$ cat src/rtl/conv_pkg.sv
// conv_pkg: pixel and 2x2 window types shared by the window feeder and CNeuron
package conv_pkg;
  localparam int PIX_W = 8;
  localparam int WIN_N = 4;
  typedef logic signed [PIX_W-1:0] pix_t;
  typedef logic [WIN_N-1:0][PIX_W-1:0] window_t;
endpackage

$ cat src/rtl/conv_line_buffer.sv
// conv_line_buffer: one-row pixel store; combinational read and clocked write share one address
// Ports: clk; i_we write enable; i_addr column; i_wdata new pixel; o_rdata pixel stored at i_addr (old value during a write)
module conv_line_buffer
  import conv_pkg::*;
#(
  parameter int IMG_W = 8,
  parameter int AW    = 3
) (
  input  logic          clk,
  input  logic          i_we,
  input  logic [AW-1:0] i_addr,
  input  pix_t          i_wdata,
  output pix_t          o_rdata
);
  pix_t r_mem [IMG_W];
  assign o_rdata = r_mem[i_addr];
  always_ff @(posedge clk) begin
    if (i_we) r_mem[i_addr] <= i_wdata;
  end
endmodule

$ cat src/rtl/conv_window_feeder.sv
// conv_window_feeder: turns a raster pixel stream into a stream of 2x2 windows
// Ports: clk, rst_n (async active-low); in_valid/in_ready/in_pixel raster input;
// win_valid/win_ready/win_pixels window output ([3]=TL,[2]=TR,[1]=BL,[0]=BR);
// win_row/win_col bottom-right coordinates; frame_done pulses on the last pixel of a frame
module conv_window_feeder
  import conv_pkg::*;
#(
  parameter int IMG_W = 8,
  parameter int IMG_H = 8
) (
  input  logic            clk,
  input  logic            rst_n,
  input  logic            in_valid,
  output logic            in_ready,
  input  logic [7:0]      in_pixel,
  output logic            win_valid,
  input  logic            win_ready,
  output logic [3:0][7:0] win_pixels,
  output logic [7:0]      win_col,
  output logic [7:0]      win_row,
  output logic            frame_done
);
  localparam int AW = $clog2(IMG_W);
  localparam logic [7:0] LAST_C = 8'(IMG_W - 1);
  localparam logic [7:0] LAST_R = 8'(IMG_H - 1);
  logic [7:0] r_col, r_row;
  pix_t       r_left_top, r_left_bot;
  pix_t       w_top;
  logic       w_acc, w_gen, w_last_c, w_last_r;
  assign in_ready = !win_valid || win_ready;
  assign w_acc    = in_valid && in_ready;
  assign w_last_c = r_col == LAST_C;
  assign w_last_r = r_row == LAST_R;
  assign w_gen    = w_acc && r_row != 8'd0 && r_col != 8'd0;
  conv_line_buffer #(.IMG_W(IMG_W), .AW(AW)) u_line (
    .clk     (clk),
    .i_we    (w_acc),
    .i_addr  (r_col[AW-1:0]),
    .i_wdata (pix_t'(in_pixel)),
    .o_rdata (w_top)
  );
  // The left column of each window is the previous accepted pixel and the
  // line-buffer word read alongside it, captured one acceptance earlier.
  always_ff @(posedge clk or negedge rst_n) begin
    if (!rst_n) begin
      r_col      <= '0;
      r_row      <= '0;
      r_left_top <= '0;
      r_left_bot <= '0;
      win_valid  <= 1'b0;
      win_pixels <= '0;
      win_row    <= '0;
      win_col    <= '0;
      frame_done <= 1'b0;
    end else begin
      if (w_acc) begin
        r_col      <= w_last_c ? 8'd0 : r_col + 8'd1;
        r_row      <= w_last_c ? (w_last_r ? 8'd0 : r_row + 8'd1) : r_row;
        r_left_top <= w_top;
        r_left_bot <= pix_t'(in_pixel);
      end
      if (w_gen) begin
        win_pixels <= {r_left_top, w_top, r_left_bot, in_pixel};
        win_row    <= r_row;
        win_col    <= r_col;
      end
      win_valid  <= w_gen || (win_valid && !win_ready);
      frame_done <= w_acc && w_last_c && w_last_r;
    end
  end
endmodule
$ cat config.mk
export PLATFORM = sky130hd
export DESIGN_NAME = conv_window_feeder
export DESIGN_NICKNAME = d
export VERILOG_FILES = /design/src/rtl/conv_pkg.sv /design/src/rtl/conv_line_buffer.sv /design/src/rtl/conv_window_feeder.sv
export SDC_FILE = /design/constraint.sdc
export NUM_CORES = 1
export LEC_CHECK = 0
export CORE_MARGIN = 4
export CORE_UTILIZATION = 45
export CTS_BUF_LIST = sky130_fd_sc_hd__clkbuf_16
export DETAILED_ROUTE_END_ITERATION = 8
export PLACE_DENSITY = 0.68
export RECOVER_POWER = 100
export SYNTH_ARGS = -nofsm -noshare
export SYNTH_HDL_FRONTEND = slang
export SYNTH_SLANG_ARGS = --single-unit
$ cat constraint.sdc
create_clock -name clk -period 1.99 [get_ports clk]
set_input_delay 0.398 -clock clk [delete_from_list [all_inputs] [get_ports clk]]
set_output_delay 0.398 -clock clk [all_outputs]
set_load 0.02 [all_outputs]
==> results of run 1 <==
-- worst min-delay path by stage --
stage	from	to	slack, ps	cells past startpoint
floorplan	rst_n	frame_done	100	0
global placement	rst_n	win_pixels[26]	290	1
detailed placement	rst_n	win_pixels[26]	290	1
CTS	rst_n	win_pixels[26]	400	2
global route	r_left_bot[1]	r_left_bot[1]	510	2
finish	r_left_bot[1]	r_left_bot[1]	470	2
-- synth_stat cells, types with 3 or more instances --
cell      count
buf_2         7
ha_1          4
buf_6         4
nor3_1        9
dfrtp_1      82
o21ai_0       6
nand4_1       4
nand2_1      55
nand3_1       5
buf_1         3
mux2i_1       4
nor2_1       13
nor4_1        6
xor2_1        7
mux2_2       40
inv_1         9
a31oi_1       6
xnor2_1       3
mux2_4        7
mux4_2       16
edfxtp_1     64
clkbuf_1      4
-- worst max-delay path, delay by kind of cell --
family	cells	cell delay [ps]
compound gates	1	220
mux	1	380
simple gates	2	400
buf+inv	2	800
-- through the flow --
step,hold slack [ps],power [W]
2_1_floorplan,102,0.00549
3_3_place_gp,286,0.00660
6_report,470,0.00964
5_1_grt,508,0.0101
3_5_place_dp,291,0.00665
4_1_cts,402,0.00993
-- final cells by class --
cell class,count,share of cell area [%]
flip-flops and latches,146,53.9
multi-input cells,198,22.4
repair buffers,98,12.0
clock buffers,19,6.45
well taps,172,2.92
clock inverters,13,1.88
inverters,9,0.458
-- what timing repair did --
action	4_1_cts	5_1_grt
gates resized for setup	1	1
endpoints found under the hold margin	14	0
hold buffers	1	0
endpoints found under the setup margin	1	3
cloned	0	1
-- registers in the layout, indices dropped and copies added, names as in the netlist --
register,flops
u_line.r_mem,64
win_pixels,32
r_col,8
r_left_bot,8
r_left_top,8
r_row,8
win_col,8
win_row,8
frame_done,1
win_valid,1
-- per-layer routing --
layer	wire, µm	share of wire (%)	GRT usage (%)
met1	4930	44	21.9
met2	5710	50	27.8
met3	570	5.0	5.17
met4	106	0.94	6.16
met5	0	0	0
-- power by group --
part           switching [W]  internal [W]
registers           0.000295       0.00371
logic                0.00128       0.00112
clock network        0.00113       0.00209
-- cells by family (layout without fill, tap and decap cells) --
family,after synthesis,count (layout),share of synthesized area (%)
AND/OR/NAND/NOR,99,99,7.82
multiplexers,67,67,16.5
adder cells (fa/ha/maj),4,4,0.864
flip-flops,146,146,68.6
AO/OA/AOI/OAI,18,18,2.16
buffers and inverters,28,139,2.55
XOR/XNOR,10,10,1.51
==> results.ini, run 1 <==
[outcome]
outcome = finished clean

[synthesis]
synth_nets = 388
synth.cell_area_um2 = 5790
synth_edf_count = 64
yosysWarnings = 0
avgSynthCellArea_um2 = 15.6
syn-instance-count = 372
synth_area_leader_cell = dfrtp_1
synthArstFlopShare_pct = 56.2
yosysUniqueCellTypes = 35
synth_area_leaders = dfrtp_1 35%, edfxtp_1 33%, mux2_2 7.8%
seq_area_frac_synth_pct = 68.6
synth-seq-cells = 146
synth_flop_cell = dfrtp_1
synth_top_area_share_pct = 35.4

[floorplanning]
die_h_um = 121
rows = 41
die-area_um2 = 14800
io_pins = 63
initial_utilization_pct = 45.9
design.core.area_um2 = 12600
die_w_um = 121

[setup_path]
cp_slowest_stage_delay_ps = 480
arrival_ps = 2200
rr_worst_depth = 5
worst_setup_path_start_kind = input pin
cp_slowest_cell = clkdlybuf4s50_1
crit_chain = clkdlybuf4s50_1 -> nand2b_1 -> and2_0 -> o221a_4 -> buf_4 -> mux2_2
crit_end = win_pixels[18]
cp-end-kind = flip-flop
timing.critical_path.from = win_ready
crit_type = in2reg
reg2reg_setup_slack_ps = 100
crit_fanout = 25
r2r-start = r_col[0]
required_ps = 2280
r2r_end = win_pixels[23]

[timing]
tns_ps = 0
timing.final.crit_share_pct = 96.1
worstMarginPinSlew_ps = 1060
hold_viol_final = 0
fmax_mhz = 523
finalClockSkew_ps = 6.34
setup_viol = 0
relSlewSlack_pct = 29.6
grt_setup_unrepaired = false
slew_viol_final = 0
layout_min_cycle_time_ps = 1910
fin_ws_ps = 78.1

[worst_hold_path]
hold_path_class = reg2reg

[layout]
post-route-cell-area_um2 = 7370
multiInputGateArea_um2 = 1650
fin_util_pct = 58.4
area_growth_pct = 27.2
fin_nets = 486
final_common_cell = dfrtp_1
drive_above_1_share_pct = 25.1
seq_area_um2 = 3980
final_cell_mix = 81 x dfrtp_1, 64 x edfxtp_1, 59 x dlygate4sd3_1
fillers = 997
stdcell_count = 655
n_antenna_cell = 0

[power]
power_density_nw_per_um2 = 1310
irDropWorstVdd_mv = 0.751
p_leak_nw = 3.05

[global_routing]
grt_max_degree = 36
grt_remaining_overflow = 0
grt_pass1_wl_um = 18800
grtUsageTotal_pct = 17.1
antenna_found_initial = 0
grt_pass1_vias = 3559

[clocking]
cts_tree = done
clock_path_buffers = 2
clkLatencyLatePin_ps = 410
cts_root_buf = clkbuf_16
cts_setup_buffers = 0
path_clk_slew_ps = 50
clock-sinks = 146
cts_buffers = 17
cts_max_level = 4

[route]
wl_per_cell_um = 17.3
routed_wl_um = 11300
drt_iter0_drc = 236
dr.pass1.iters = 4
antenna_left = 0
vias = 3335
drc = 0
vias_per_cell = 5.09

[placement]
pre_cts_ws_ps = -189
numPortBuffers = 62
dp.cells = 621
dpl.hpwl_um = 7490
place_area_um2 = 6830
gp_congestion = 0.732

[run]
cap_violations = 0

Power figures use the tool's default switching activity.
==> run 2: changes to the inputs <==
PLACE_DENSITY = 0.66   (was 0.68)
clock period = 2.25 ns   (was 1.99 ns; I/O delays follow)
==> run 2 against run 1 <==
Compared with the run above: worst hold slack better by 5.7 ps; via count up 0.48%; register-to-register slack better by 150 ps; flip-flop and latch count unchanged; largest power group unchanged; final area down 2.0%; global-route usage down 0.34 points; core utilization down 1.2 points; largest cell class unchanged; critical endpoint is now in_ready; die area unchanged; first-iteration DRC count up 16%.
==> results.ini, run 2 (same netlist as run 1, synthesis figures left out) <==
[global_routing]
grt_pass1_wl_um = 18500
antenna_found_initial = 0
grt_max_degree = 69
grt_remaining_overflow = 0
grt_pass1_vias = 3456
grtUsageTotal_pct = 16.8

[floorplanning]
initial_utilization_pct = 45.9
rows = 41
io_pins = 63
die-area_um2 = 14800
die_h_um = 121
die_w_um = 121
design.core.area_um2 = 12600

[layout]
top_register = u_line.r_mem
reg.largest.list = u_line.r_mem (64), win_pixels (32)
fillers = 1075
fin_nets = 478
area_growth_pct = 24.7
fin_util_pct = 57.2
final_cell_mix = 82 x dfrtp_1, 64 x edfxtp_1, 59 x dlygate4sd3_1
final_common_cell = dfrtp_1
largest_reg_flops = 64
drive_above_1_share_pct = 20.6
n_antenna_cell = 0

[run]
cap_violations = 0

[setup_path]
worst_setup_path_start_kind = input pin
r2r-start = r_col[0]
cp_slowest_stage_delay_ps = 600
crit_path_frequent_cell = clkdlybuf4s50_1
cp_slowest_cell = clkdlybuf4s50_1
crit_fanout = 5
crit_chain = clkdlybuf4s50_1 -> nand2b_4 -> clkdlybuf4s50_1
timing.critical_path.from = win_ready
required_ps = 1800
crit_type = in2out
arrival_ps = 1690
cp-end-kind = primary output

[worst_hold_path]
hold_path_class = reg2reg
hold_path.startpoint = r_left_bot[2]

[timing]
finalHoldWorstSlack_ps = 475
fin_ws_ps = 109
finalClockSkew_ps = 4.88
tns_ps = 0
timing.final.crit_share_pct = 95.2
setup_viol = 0
hold_viol_final = 0
fmax_mhz = 467
relSlewSlack_pct = 42.7
layout_min_cycle_time_ps = 2140
slew_viol_final = 0
grt_setup_unrepaired = false
worstMarginPinSlew_ps = 860

[power]
p_switching_w = 0.00238
seqPwrFrac_pct = 44.0
power_density_nw_per_um2 = 1120
swShare_pct = 29.5
pwr-share-clk_pct = 29.8
internal_power_w = 0.00569
power_w = 0.00807
p_leak_nw = 2.96
combPwrFrac_pct = 26.1
irDropWorstVdd_mv = 0.638

[route]
routed_wl_um = 11200
vias = 3351
drt_iter0_drc = 274
wl_per_cell_um = 17.3
antenna_left = 0
vias_per_cell = 5.18
drc = 0
dr.pass1.iters = 4

[clocking]
clkLatencyLatePin_ps = 410
path_clk_slew_ps = 50
cts_setup_buffers = 0
clock_path_buffers = 2
holdBufCountCts = 1
cts_root_buf = clkbuf_16
ctsResizeCount = 0
cts_max_level = 4
cts_buffers = 17
clock-sinks = 146
cts_tree = done

[placement]
gp_congestion = 0.771
pre_cts_ws_ps = 7.20
dpl.hpwl_um = 7400
numPortBuffers = 62

[outcome]
outcome = finished clean

## run 2: power groups by stage
stage / logic (W) / registers [W] / clock network [W]
after floorplan: 0.00102 / 0.00383 / 0
after global placement: 0.00222 / 0.00361 / 0
after detailed placement: 0.00227 / 0.00362 / 0
after CTS: 0.00228 / 0.00357 / 0.00247
after global routing: 0.00229 / 0.00363 / 0.00259
final: 0.00211 / 0.00356 / 0.00241
## run 2: layout make-up
cell class	instances	area (µm²)	share of cell area, %
inverters	9	33.8	0.468
flip-flops and latches	146	3970	55.0
multi-input cells	198	1640	22.7
clock inverters	14	57.6	0.797
well taps	172	215	2.98
repair buffers	90	851	11.8
clock buffers	18	450	6.24
## run 2: layer usage
metal  GRT usage [%]  wire length, µm  up-vias
met5               0                0        -
met4            5.95              159        0
met3            4.94              540       14
met2            26.1             5430       92
met1            22.6             5050     1710
li1                -                -     1535
## run 2: final timing paths
| check | to | slack (ps) | depth (start not counted) |
|---|---|---|---|
| max reg2reg | win_pixels[19] | 250 | 6 |
| min | r_left_bot[2] | 480 | 2 |
| max | in_ready | 110 | 3 |
| min in group asynchronous | win_pixels[26] | 670 | 2 |
| max in group asynchronous | win_pixels[20] | 720 | 3 |
| min reg2reg | r_left_bot[2] | 480 | 2 |
## run 2: per-stage QoR
step | area (µm²) | std cells
after CTS | 7310 | 647
after detailed placement | 6790 | 614
after global routing | 7220 | 647
after floorplan | 5790 | 372
final | 7220 | 647
after global placement | 6790 | 614
## run 2: critical path: cells and delay by family
kind	cells	cell delay, ps
buffers and inverters	2	1080
AND/OR/NAND/NOR	1	150
